### config.mk
export PLATFORM = sky130hd
export DESIGN_NAME = regfile_scoreboard
export DESIGN_NICKNAME = d
export VERILOG_FILES = /design/src/rtl/regfile_pkg.sv /design/src/rtl/regfile_scoreboard_wen_decoder.sv /design/src/rtl/regfile_scoreboard.sv
export SDC_FILE = /design/constraint.sdc
export NUM_CORES = 2
export LEC_CHECK = 0
export ABC_AREA = 1
export CORE_ASPECT_RATIO = 0.75
export CORE_UTILIZATION = 40
export DETAILED_ROUTE_END_ITERATION = 10
export PLACE_DENSITY = 0.67
export SYNTH_ARGS = -nofsm -noshare
export SYNTH_HDL_FRONTEND = slang
export SYNTH_SLANG_ARGS = --single-unit
### constraint.sdc
create_clock -name clk -period 63.8 [get_ports clk]
set_input_delay 12.76 -clock clk [delete_from_list [all_inputs] [get_ports clk]]
set_output_delay 12.76 -clock clk [all_outputs]
set_load 0.02 [all_outputs]
### src/rtl/regfile_pkg.sv
// Shared defaults and helpers for the parametrised register file with scoreboard.
package regfile_pkg;

  localparam int NREGS_DEF = 32;
  localparam int WIDTH_DEF = 32;
  localparam int NRD_DEF   = 2;
  localparam int ZERO_ADDR = 0;

  function automatic int addr_w(input int n);
    return $clog2(n);
  endfunction

endpackage

### src/rtl/regfile_scoreboard_wen_decoder.sv
// One-hot write-enable decoder; also drives the scoreboard clear terms.
module wen_decoder
  import regfile_pkg::*;
#(
  parameter int NREGS    = NREGS_DEF,
  parameter int ZERO_REG = 1
) (
  input  logic                     we,
  input  logic [addr_w(NREGS)-1:0] waddr,
  output logic [NREGS-1:0]         wen
);

  localparam int AW = addr_w(NREGS);

  always_comb begin
    wen = '0;
    for (int k = 0; k < NREGS; k++) begin
      if (we && (waddr == AW'(k))) wen[k] = 1'b1;
    end
    // A hardwired-zero register must never see a write or a busy clear.
    if (ZERO_REG != 0) wen[ZERO_ADDR] = 1'b0;
  end

endmodule

### src/rtl/regfile_scoreboard.sv
// Register file with decoded write enables, write-first bypassed reads and a busy scoreboard.
module regfile_scoreboard
  import regfile_pkg::*;
#(
  parameter int NREGS    = NREGS_DEF,
  parameter int WIDTH    = WIDTH_DEF,
  parameter int NRD      = NRD_DEF,
  parameter int ZERO_REG = 1
) (
  input  logic                         clk,
  input  logic                         rst,
  input  logic                         we,
  input  logic [addr_w(NREGS)-1:0]     waddr,
  input  logic [WIDTH-1:0]             wdata,
  input  logic                         iss_valid,
  input  logic [addr_w(NREGS)-1:0]     iss_addr,
  input  logic [NRD*addr_w(NREGS)-1:0] ra,
  output logic [NRD*WIDTH-1:0]         rdata,
  output logic [NRD-1:0]               rbusy,
  output logic [NREGS-1:0]             busy_vec
);

  localparam int AW = addr_w(NREGS);

  logic [NREGS-1:0] wen;
  logic [NREGS-1:0] set_vec;
  logic [NREGS-1:0] busy_q;
  logic [NREGS-1:0] busy_d;
  logic [WIDTH-1:0] regs_q [NREGS];
  logic [WIDTH-1:0] regs_d [NREGS];
  logic [AW-1:0]    ra_i;

  wen_decoder #(
    .NREGS    (NREGS),
    .ZERO_REG (ZERO_REG)
  ) u_wen_dec (
    .we    (we),
    .waddr (waddr),
    .wen   (wen)
  );

  always_comb begin
    set_vec = '0;
    if (iss_valid) set_vec[iss_addr] = 1'b1;
    if (ZERO_REG != 0) set_vec[ZERO_ADDR] = 1'b0;
  end

  // A new producer supersedes a retiring one, so set dominates clear.
  assign busy_d = set_vec | (busy_q & ~wen);

  always_comb begin
    for (int k = 0; k < NREGS; k++) begin
      regs_d[k] = wen[k] ? wdata : regs_q[k];
    end
  end

  always_ff @(posedge clk or posedge rst) begin
    if (rst) begin
      busy_q <= '0;
      regs_q <= '{default: '0};
    end else begin
      busy_q <= busy_d;
      regs_q <= regs_d;
    end
  end

  // Each port resolves independently; a same-cycle write is forwarded, never stalled.
  always_comb begin
    rdata = '0;
    rbusy = '0;
    ra_i  = '0;
    for (int i = 0; i < NRD; i++) begin
      ra_i = ra[i*AW +: AW];
      if ((ZERO_REG != 0) && (ra_i == AW'(ZERO_ADDR))) begin
        rdata[i*WIDTH +: WIDTH] = '0;
      end else if (wen[ra_i]) begin
        rdata[i*WIDTH +: WIDTH] = wdata;
      end else begin
        rdata[i*WIDTH +: WIDTH] = regs_q[ra_i];
      end
      rbusy[i] = busy_q[ra_i] & ~wen[ra_i];
    end
  end

  assign busy_vec = busy_q;

endmodule

* Word-level counts from Yosys, hierarchy flattened *
Cells that the tools add are included.

word-level totals
  register bits = 1024
  bits in latches = 0
  bits in writable memories = 0
  bits in read-only memories = 0
  input bits = 56
  output and inout bits = 98
  word-level logic and storage cells = 164
  memories kept = 0

operators by class
  $add $sub $neg = 0
  multipliers = 0
  div/mod/pow operators = 0
  $lt $le $gt $ge = 6
  equality and inequality tests = 31
  shift-type cells = 0
  multiplexer cells = 52
  bitwise gates (word level) = 9
  reduce and logical (&&, ||, !) cells = 34

operator list
  operator              number
  $bmux W32 S5          2
  $mux W32              9
  $eq A5 B5 Y1 const B  16
  $eq A5 B4 Y1 const B  8
  $mux W1               36
  $and A32 B32 Y32      1
  $logic_and A1 B1 Y1   32
  $not A32 Y32          1
  $or A32 B32 Y32       1
  $bmux W1 S5           4
  $eq A5 B3 Y1 const B  4
  $lt A5 B6 Y1 const B  3
  $ge A6 B6 Y1 const B  2
  $not A5 Y6            2
  $eq A5 B2 Y1 const B  2
  $logic_not A5 Y1      2
  $demux W1 S5          1
  $eq A5 B1 Y1 const B  1
  $ge A5 B1 Y1 const B  1
  $and A1 B1 Y1         2
  $not A1 Y1            2

* Depth between registers and ports, before layout *
  depth after elaboration = 7
  depth in mapped cells = 16
  depth with buffers taken out = 13

* Cells and area by module *
Synthesis repeated with hierarchy kept, for this count alone.

unflattened totals
  cell total of the unflattened synthesis = 8722
  area total of the unflattened synthesis = 62049.5 µm²

by module, submodules not included
  module              instances  cells each  area an instance (µm²)  sequential area each (µm²)
  regfile_scoreboard  1          8651        61768.0                 26425.3
  wen_decoder         1          71          281.5                   0.0

* Worst setup path after synthesis *
No wires, ideal clock.

  path type = input-to-output
  start = input port ra[1]
  end = output port rdata[12]
  arrival time = 14.386 ns
  required time = 51.040 ns
  slack = 36.654 ns
  cell stages on the path = 14
  buffers on the path = 3
  path through = buf_4 inv_4 nand2_4 inv_2 buf_2 nand3_1 nand2_1 nor2_1 nand2_1 nand3_1 nand3_2 nand2_4 buf_2 o21ai_0

between the ends
  longest elaborated chain between the ends = 6
  elaborated cells on any way between the ends = 9
  classes of those cells = mux (7); bitwise (1); reduce/logical (1)

ends and longest elaborated chain
  item                                          line                      RTL
  start, declared                               regfile_scoreboard.sv:17  input logic [NRD*addr_w(NREGS)-1:0] ra,
  $not A5 Y6 (not written as such)              regfile_scoreboard.sv:79  rdata[i*WIDTH +: WIDTH] = regs_q[ra_i];
  $bmux W32 S5                                  regfile_scoreboard.sv:79
  $mux W32 (not written as such) (2 in series)  regfile_scoreboard.sv:79
  $mux W32                                      regfile_scoreboard.sv:76  end else if (wen[ra_i]) begin
  $mux W32 (*)                                  regfile_scoreboard.sv:74  if ((ZERO_REG != 0) && (ra_i == AW'(ZERO_ADDR))) begin
  end, declared                                 regfile_scoreboard.sv:18  output logic [NRD*WIDTH-1:0] rdata,

Mark *: on every way between the ends. The rest lies on a longest branch, timed or not. The select of a mux whose other input is x is not followed.

* Worst setup path after layout *
  start = input port ra[1]
  end = output port rdata[6]

The elaborated chain is that of the path after synthesis.

==> results.py <==
metrics = {
    "die": {
        "core-area_mm2": 0.138,
        "die_x_um": 434,
        "io_pins": 154,
        "die_area_mm2": 0.141,
        "fp.dieH_um": 326,
        "rows": 118,
        "initial_utilization_pct": 40.4,
    },
    "pwr": {
        "p_switching_mw": 0.644,
        "switching_share_pct": 32.8,
        "intPower_mw": 1.32,
        "ir_drop_mv": 0.0233,
        "pwr-share-clk_pct": 35.5,
        "powerDensity_mw_per_mm2": 31.7,
        "p_comb_share_pct": 20.3,
        "p_leak_nw": 27.4,
        "seqPwrFrac_pct": 44.2,
    },
    "cts": {
        "cts_buffers": 107,
        "cts_tree": "yes",
        "hold_buffers": 0,
        "clkTransAtPathRegs_ns": 0.06,
        "clockBufferDepth": 3,
        "post-cts-setup-buffers": 0,
        "cts_resized": 0,
        "htree_num_levels": 3,
        "cts.sinks": 1023,
        "cts-root-buf": "clkbuf_16",
        "insertion_delay_ns": 0.71,
    },
    "timing": {
        "slew_headroom_pct": 17.7,
        "worstMarginPinSlew_ns": 1.23,
        "hold_viol": 0,
        "setup_viol_count_final": 0,
        "rsz0062_at_grt": "false",
        "final-max-slew-violation-count": 0,
        "fin_tns_setup_ns": 0,
        "fmax_mhz": 31.9,
        "period_share_pct": 49.1,
        "setup_ws_ns": 32.46,
        "min_period_ns": 31.34,
        "clock_skew_ns": 0,
    },
    "worst_setup_path": {
        "rr_endpoint": "busy_vec[18]",
        "rr_worst_depth": 2,
        "critPathArrivalTime_ns": 18.58,
        "endpoint": "rdata[6]",
        "worst-path-max-fanout": 74,
        "slowest_delay_ns": 0.79,
        "crit_path_end_kind": "output port",
        "cp-start-kind": "primary input",
        "path_class": "in -> out",
        "cp_cell_sequence": "clkbuf_8 -> inv_4 -> nand2_8 -> inv_2 -> buf_4 -> nand3_1 -> nand2_1 -> nor2_1 -> nand2_1 -> nand3_1 -> nand3_2 -> nand2_4 -> o21ai_0 -> clkdlybuf4s50_1",
        "crit_slowest_cell": "inv_2",
        "crit_start": "ra[1]",
        "r2r_slack_ns": 62.86,
        "cp.required_ns": 51.04,
        "r2r_start": "busy_vec[18]",
    },
    "final_layout": {
        "layout.cells.non_filler": 9160,
        "final_nets": 7269,
        "drive_gt1_share_pct": 5.49,
        "nFillCells": 13665,
        "antenna_cells": 0,
        "fin_util_pct": 44.7,
        "area_growth_pct": 10.6,
    },
    "synth": {
        "syn_area_mm2": 0.0559,
        "synth_ff_type": "dfrtp_1",
        "yosysTopAreaCell": "dfrtp_1",
        "synth_area_leaders": "dfrtp_1 46%, nand2_1 15%, o21ai_0 12%",
        "yosysSeqAreaShare_pct": 45.8,
        "yosysMostFrequentCell": "nand2_1",
        "synth_nets": 7621,
        "syn_avg_cell_area_um2": 7.39,
        "ys.warnings.count": 0,
        "yosysTopAreaCellShare_pct": 45.8,
        "yosys-top-cells-count": "2,254 x nand2_1, 1,379 x o21ai_0, 1,023 x dfrtp_1",
        "synth-seq-cells": 1023,
        "synth-edff-count": 0,
        "synth_cells": 7565,
        "synth.distinct_cells": 34,
        "synthArstFlopShare_pct": 100,
    },
    "status": {
        "status": "finished, violations left",
        "violations": "DRC",
    },
    "drt": {
        "drt_pass1_iterations": 11,
        "avgRoutedWirePerCell_um": 25.9,
        "wirelength_mm": 237,
        "num_vias": 57233,
        "drtIter0Drc": 9081,
        "via_per_inst": 6.25,
        "drtAntennaViolNets": 0,
        "drcViolationCount": 1,
    },
    "grt": {
        "grt_pass1_vias": 53705,
        "grt_pass1_wl_mm": 353,
        "grt_antenna_before_repair": 3,
        "grt_start_max_net_pins": 203,
        "grt-ovfl-total": 0,
        "grt_use_met2_pct": 46.9,
        "grtUsageMet3_pct": 8.67,
        "grt_use_total_pct": 33.0,
        "grt-busiest-layer": "met2",
        "use_met1_pct": 44.6,
    },
    "placed_design": {
        "placed_cells": 8964,
        "dp_hpwl_mm": 127,
        "io_buffers": 152,
        "detailedPlace.worstSlack_ns": 32.83,
        "gp_routability_congestion": 0.892,
    },
    "flow_run": {
        "maxCapViolCount": 0,
    },
    "min_path": {
        "whs_path_depth": 2,
        "hold_path.class": "reg -> reg",
    },
}
[critical path: cells and delay by family]
family,cells,cell delay [ns]
and+or+nand+nor,8,2.35
buffers and inverters,5,2.90
AOI/OAI and AO/OA,1,0.35
[kinds of logic after synthesis]
logic type      after synthesis  synth area share, %
simple gates               3007                 22.0
other cells                   1              0.00671
flops                      1023                 45.8
compound gates             2350                 23.7
buf+inv                    1184                 8.47
[sequential cells by signal, indices dropped and copies added, names as in the netlist]
name and count:
regs_q 992, busy_vec 31
[area by class of cell]
class	instances	area [µm²]	share of cell area, %
Clock buffer	151	3200	5.17
Clock inverter	45	659	1.07
Multi-Input combinational cell	5358	25900	41.9
Tap cell	1860	2330	3.77
Timing Repair Buffer	257	2370	3.84
Sequential cell	1023	25600	41.4
Inverter	466	1780	2.88
[cell usage in the layout (no fill, tap or decap), drive strengths merged, types with 2 or more instances in the layout]
| master | netlist | routed |
|---|---|---|
| a211oi | 2 | 2 |
| a21oi | 453 | 453 |
| buf | 247 | 113 |
| bufinv | 0 | 15 |
| clkbuf | 471 | 153 |
| clkdlybuf4s50 | 0 | 142 |
| clkinv | 3 | 19 |
| clkinvlp | 0 | 7 |
| dfrtp | 1023 | 1023 |
| inv | 463 | 470 |
| nand2 | 2257 | 2257 |
| nand3 | 590 | 590 |
| nand4 | 39 | 39 |
| nor2 | 91 | 91 |
| o2111ai | 212 | 212 |
| o211ai | 258 | 258 |
| o21ai | 1412 | 1412 |
| o221ai | 11 | 11 |
| or2 | 29 | 29 |
[how the worst min path moves through the flow]
| stage | startpoint | slack [ns] | end |
|---|---|---|---|
| after detailed placement | regs_q[619] | 0.47 | regs_q[619] |
| after global routing | regs_q[870] | 0.50 | regs_q[870] |
| after global placement | regs_q[956] | 0.47 | regs_q[956] |
| after CTS | regs_q[870] | 0.49 | regs_q[870] |
| after floorplan | regs_q[190] | 0.45 | regs_q[190] |
| final | regs_q[870] | 0.49 | regs_q[870] |
[stage by stage]
stage	cell area (µm²)	hold slack (ns)	total power, mW
finish	61800	0.485	1.96
CTS	61800	0.487	1.95
global route	61800	0.503	2.04
detailed placement	58000	0.473	1.26
global placement	58000	0.466	1.24
floorplan	55900	0.453	1.12
[power by group through the flow]
stage / combinational, mW / clock (mW) / sequential [mW]
3_5_place_dp: 0.387 / 0 / 0.869
6_report: 0.397 / 0.696 / 0.866
2_1_floorplan: 0.261 / 0 / 0.854
5_1_grt: 0.442 / 0.721 / 0.879
3_3_place_gp: 0.377 / 0 / 0.866
4_1_cts: 0.388 / 0.698 / 0.860
[routing by layer]
layer  wire [µm]  vias to the layer above
met5          72                        -
met4       16700                        7
met3       31900                      917
met2       97200                     4499
met1       91500                    27008
li1            -                    24802
Power figures use the tool's default switching activity.
